<file path="src/rtl/bin_to_bcd_converter.sv">
// Iterative double-dabble binary-to-BCD converter, one input bit per clock.
// Produces eight packed BCD digits and saturates to 9999_9999 above 99,999,999.

module bcd_nib_fix (
  input  logic [3:0] nib_i,
  output logic [3:0] nib_o
);
  // Inputs never exceed 9 in legal operation, so the 4-bit add cannot carry out.
  assign nib_o = (nib_i >= 4'd5) ? nib_i + 4'd3 : nib_i;
endmodule

module bin_to_bcd_converter #(
  parameter int IN_WIDTH = 27
) (
  input  logic                clk_in,
  input  logic                rst_in,
  input  logic [IN_WIDTH-1:0] bin_in,
  input  logic                valid_in,
  output logic                ready_out,
  output logic [31:0]         bcd_out,
  output logic                ovf_out,
  output logic                done_out
);
  localparam int          SW   = 32 + IN_WIDTH;
  localparam logic [5:0]  LAST = 6'(IN_WIDTH - 1);
  localparam logic [31:0] MAXV = 32'd99_999_999;

  typedef enum logic {IDLE, CONV} state_e;

  state_e        state_q;
  logic [SW-1:0] sr_q, sr_fix, sr_d;
  logic [5:0]    cnt_q;
  logic          ovf_pend_q;
  logic [31:0]   bcd_q;
  logic          ovf_q, done_q;

  for (genvar g = 0; g < 8; g++) begin : g_fix
    bcd_nib_fix u_fix (
      .nib_i(sr_q[IN_WIDTH + 4*g +: 4]),
      .nib_o(sr_fix[IN_WIDTH + 4*g +: 4])
    );
  end
  assign sr_fix[IN_WIDTH-1:0] = sr_q[IN_WIDTH-1:0];
  assign sr_d = sr_fix << 1;

  always_ff @(posedge clk_in or posedge rst_in) begin
    if (rst_in) begin
      state_q    <= IDLE;
      sr_q       <= '0;
      cnt_q      <= '0;
      ovf_pend_q <= 1'b0;
      bcd_q      <= '0;
      ovf_q      <= 1'b0;
      done_q     <= 1'b0;
    end else begin
      done_q <= 1'b0;
      case (state_q)
        IDLE: if (valid_in) begin
          sr_q       <= {32'b0, bin_in};
          cnt_q      <= '0;
          ovf_pend_q <= 32'(bin_in) > MAXV;
          state_q    <= CONV;
        end
        CONV: begin
          sr_q  <= sr_d;
          cnt_q <= cnt_q + 6'd1;
          // Outputs update only here, so the display never sees partial digits.
          if (cnt_q == LAST) begin
            bcd_q   <= ovf_pend_q ? 32'h9999_9999 : sr_d[SW-1 -: 32];
            ovf_q   <= ovf_pend_q;
            done_q  <= 1'b1;
            state_q <= IDLE;
          end
        end
        default: state_q <= IDLE;
      endcase
    end
  end

  assign ready_out = (state_q == IDLE);
  assign bcd_out   = bcd_q;
  assign ovf_out   = ovf_q;
  assign done_out  = done_q;
endmodule
</file>
<file path="config.mk">
export PLATFORM = sky130hd
export DESIGN_NAME = bin_to_bcd_converter
export DESIGN_NICKNAME = d
export VERILOG_FILES = /design/src/rtl/bin_to_bcd_converter.sv
export SDC_FILE = /design/constraint.sdc
export NUM_CORES = 1
export LEC_CHECK = 0
export BUFFER_PORTS_ARGS = -buffer_cell sky130_fd_sc_hd__buf_2
export CAP_MARGIN = 15
export CORE_MARGIN = 2
export CORE_UTILIZATION = 55
export DETAILED_ROUTE_END_ITERATION = 8
export PLACE_DENSITY_LB_ADDON = 0.3
export SYNTH_ARGS = -nofsm -noshare
export SYNTH_HDL_FRONTEND = slang
export SYNTH_SLANG_ARGS = --single-unit
</file>
<file path="constraint.sdc">
create_clock -name clk_in -period 3.5 [get_ports clk_in]
set_input_delay 0.525 -clock clk_in [delete_from_list [all_inputs] [get_ports clk_in]]
set_output_delay 0.525 -clock clk_in [all_outputs]
set_load 0.05 [all_outputs]
</file>
# [Yosys cells after proc, flatten, opt, wreduce, memory -nomap -nowiden]
# Cells that the tools add are included.
[word_totals] regBits=101 in_bits=30 out_inout_bits=35 word_cells=48
[op_classes] n_addsub=9 n_lt_le_gt_ge=9 n_eq_ne=2 muxes=18 bitwise=1 reduce_logical=2
[op_table] operator="one-hot mux 59 bit (2 select lines)" n=1
[op_table] operator="2-to-1 mux 59 bit" n=1
[op_table] operator=">= comparator 4 x 3 -> 1 bit, second input constant" n=8
[op_table] operator="2-to-1 mux 32 bit" n=1
[op_table] operator="adder 4 x 2 -> 4 bit, second input constant" n=7
[op_table] operator="2-to-1 mux 4 bit" n=7
[op_table] operator="> comparator 27 bit, second input constant" n=1
[op_table] operator="one-hot mux 6 bit (2 select lines)" n=1
[op_table] operator="adder 6 x 1 -> 6 bit, second input constant" n=1
[op_table] operator="== test 6 x 5 -> 1 bit, second input constant" n=1
[op_table] operator="2-to-1 mux 6 bit" n=1
[op_table] operator="2-to-1 mux 1 bit" n=4
[op_table] operator="AND reduction 2 bit" n=2
[op_table] operator="adder 3 x 2 -> 3 bit, second input constant" n=1
[op_table] operator="2-to-1 mux 3 bit" n=1
[op_table] operator="inequality test 2 bit, second input constant" n=1
[op_table] operator="one-hot mux 1 bit (2 select lines)" n=1
[op_table] operator="inverter 1 bit" n=1

# [Longest topological paths before layout]
[logic_depth] word_depth=3 depth_mapped=9 mapped_depth_nobuf=7

# [Hierarchy]
# From an unflattened synthesis, not the netlist that was laid out.
[unflattened] cells_unflattened=508 hier_area_um2=5103.6
[by_module_without_submodules] module="bin_to_bcd_converter" instances=1 cells_each=380 area_per_inst_um2=4292.9 seq_area_each_um2=2527.4
[by_module_without_submodules] module="bcd_nib_fix" instances=8 cells_each=16 area_per_inst_um2=101.3 seq_area_each_um2=0.0

# [Least setup slack after synthesis]
# OpenSTA, ideal clock, no wires.
[synth_path] path_kind="register to output" startpoint="reg state_q" endpoint="out ready_out" t_arrival_ps=1453 required_ps=2975 path_slack_ps=1522 stages_incl_launch_ff=5 n_path_buf=3 path_cell_list="dfrtp_1 > clkbuf_1 > inv_1 > clkbuf_1 > clkbuf_1"
[synth_via] elab_chain_cells=1
[synth_rtl] element="from (decl)" line_no="30" source="state_e state_q;"
[synth_rtl] element="from (signal assigned)" line_no="48" source="state_q <= IDLE;"
[synth_rtl] element="from (signal assigned)" line_no="62" source="state_q <= CONV;"
[synth_rtl] element="from (signal assigned)" line_no="72" source="state_q <= IDLE;"
[synth_rtl] element="inverter 1 bit"
[synth_rtl] element="to (decl)" line_no="19" source="output logic ready_out,"
# No other way between the ends.

# [Final worst setup path]
# Same ends and word-level chain as after synthesis.

==> flow_summary.toml <==
[run_status]
outcome = "finished clean"

[critical_path]
reg2reg_depth = 8
slowest_delay_ps = 700
crit_type = "reg2out"
cpMaxStageDelayCell = "buf_4"
start_kind = "flip-flop"
crit_family = "buffers and inverters"
cp.arrival_ps = 1810
path_cells = "buf_4 > inv_1 > buf_2"
endpoint_kind = "output port"
path_max_fanout = 100
crit_cells = 3
cp_data_required_time_ps = 2970
cp_num_buf_inv = 3

[power_and_ir_drop]
p_leak_nw = 2.73
vdd_drop_max_v = 0.000347
p_per_area_nw_per_um2 = 942

[cts]
cts-root-buf = "clkbuf_8"
clkSinkCount = 101
cts_tree = "done"
hold_buffers = 0
cts_buffer_depth = 2
clock_latency_ps = 370
cts_resized = 0
cts_htree_levels = 3
post_cts_buffers = 0
cts.clk_slew.worst_paths_ps = 90
cts-buffers-inserted = 9

[die]
fp-row-count = 34
boundaryPins = 65
initial_core_util_pct = 56.7
die_h_um = 98.6
die_area_um2 = 9720
die_x_um = 98.6
core-area_um2 = 8680

[cells_and_area]
syn2layout_area_growth_pct = 12.0
fin_util_pct = 63.5
nFillCells = 703
antenna_cells = 0
fin_cells = 647
nNetsFinal = 584
regArea_um2 = 2530
multi_input_area_um2 = 2180
drive_above_1_share_pct = 16.7

[sta]
max_slew_margin_pct = 41.2
slew_viol_final = 0
setup_tns_ps = 0
rsz0062_at_grt = "false"
hold_viol_final = 0
worstMarginPinSlew_ps = 883
fin_crit_sh_pct = 66.7
fmax_mhz = 428
setup_viol = 0
finalCriticalPeriod_ps = 2340
fin_skew_ps = 13.5

[global_route]
grt_pass1_vias = 3660
grt_use_total_pct = 22.4
grt_max_degree = 101
antenna_found_initial = 0
grt_pass1_wl_mm = 17.7
grt.overflow.total = 0

[yosys]
synth-warning-count = 0
synth_edf_count = 0
ys_seq_area_share_pct = 51.4
synthesis.area_um2 = 4920
ys_types = 38
synth.avg_cell_area_um2 = 10.2
synth-main-ff-cell = "dfrtp_1"
syn_inst = 481
syn-num-nets = 529
async_flop_share_pct = 100
synth-seq-cells = 101

[routing]
ant_nets = 0
firstDrtPassIters = 5
drt-total-wl_mm = 10.4
wl_per_cell_um = 16.0
vias = 3775
drc = 0
drt_iter0_drc = 140
vias_per_cell = 5.83

[place]
portBuffers = 64
place_hpwl_mm = 6.94
globalplace.congestion = 0.778
dpl.cell_count = 633

[hold_path]
worst_hold_path_type = "in2async"

[run]
cap_violations = 0
where the power goes:
| group | switching [mW] | internal [mW] |
|---|---|---|
| combinational | 1.50 | 0.873 |
| sequential | 0.393 | 1.64 |
| clock | 0.393 | 0.396 |
| total | 2.28 | 2.91 |
cell usage in the layout, fill, tap and decap left out, drive strengths merged, types with 16 or more instances in the layout:
master	count
inv	22
nor2	27
buf	72
o21ai	41
a21oi	44
nand2	48
a22o	16
a21o	16
mux2i	35
dfrtp	101
ha	18
cell usage after synthesis, types with 2 or more instances:
cell type	count	area [um2]
a2111oi_0	5	43.8
a2111oi_4	2	55.1
a21o_1	16	120
a21oi_1	44	220
a22o_1	16	140
and3_1	9	56.3
buf_1	2	7.51
buf_2	5	25.0
buf_4	2	15.0
buf_6	2	22.5
clkbuf_1	17	63.8
dfrtp_1	101	2530
ha_1	18	225
inv_1	22	82.6
mux2i_1	35	350
nand2_1	48	180
nand2b_1	8	50.1
nand3_1	4	20.0
nand4_1	2	12.5
nor2_1	26	97.6
nor3_1	10	50.1
nor3b_1	15	113
nor4_1	2	12.5
o21ai_0	41	205
o22ai_1	8	50.1
o31ai_1	2	15.0
xnor2_1	8	70.1
routing by layer:
layer,GRT usage (%),wire length [um]
met4,6.74,135
met2,37.2,4990
met5,0,0
met3,3.40,538
met1,30.7,4710
worst register-to-register path, cell delays in order (launching register included):
cell,delay (ps)
dfrtp_1,430
inv_1,70
ha_1,130
nand2_1,50
or4_1,420
buf_4,200
inv_1,480
o21ai_0,180
nand2_1,100
kinds of logic after synthesis:
family                   synth area share [%]
AO/OA/AOI/OAI                            18.2
XOR/XNOR                                 1.42
adder cells (fa/ha/maj)                  4.58
buffers and inverters                    4.40
flip-flops                               51.4
multiplexers                             7.12
AND/OR/NAND/NOR                          12.9
flip-flops by register name (all words and copies together), names as in the netlist:
name and flops:
sr_q 59, bcd_out 32, cnt_q 6, done_out 1
ovf_out 1, ovf_pend_q 1, state_q 1
metrics by stage:
step           power (mW)  hold slack, ps  worst slack, ps  cell area [um2]
5_1_grt              5.56             341             1020             5510
3_5_place_dp         4.42             473             1350             5310
3_3_place_gp         4.29             456             1410             5310
2_1_floorplan        3.84             449              328             4920
4_1_cts              5.20             305             1170             5510
6_report             5.19             270             1160             5510
layout make-up:
type	count	share of cell area (%)
Sequential cell	101	45.9
Multi-Input combinational cell	330	39.5
Timing Repair Buffer	72	6.91
Tap cell	108	2.45
Clock buffer	10	2.32
Inverter	22	1.54
Clock inverter	4	1.36
final timing paths:
path / startpoint / to / slack (ps)
worst max register to register: cnt_q[0] / bcd_out[0] / 1380
worst min-delay path: rst_in / sr_q[22] / 270
worst max-delay path: state_q / ready_out / 1160
max in group asynchronous: rst_in / bcd_out[30] / 2450
min in group clk_in: bin_in[0] / sr_q[0] / 400
worst min register to register: sr_q[14] / sr_q[15] / 490
Note: power is estimated with default switching activity, not from simulation.
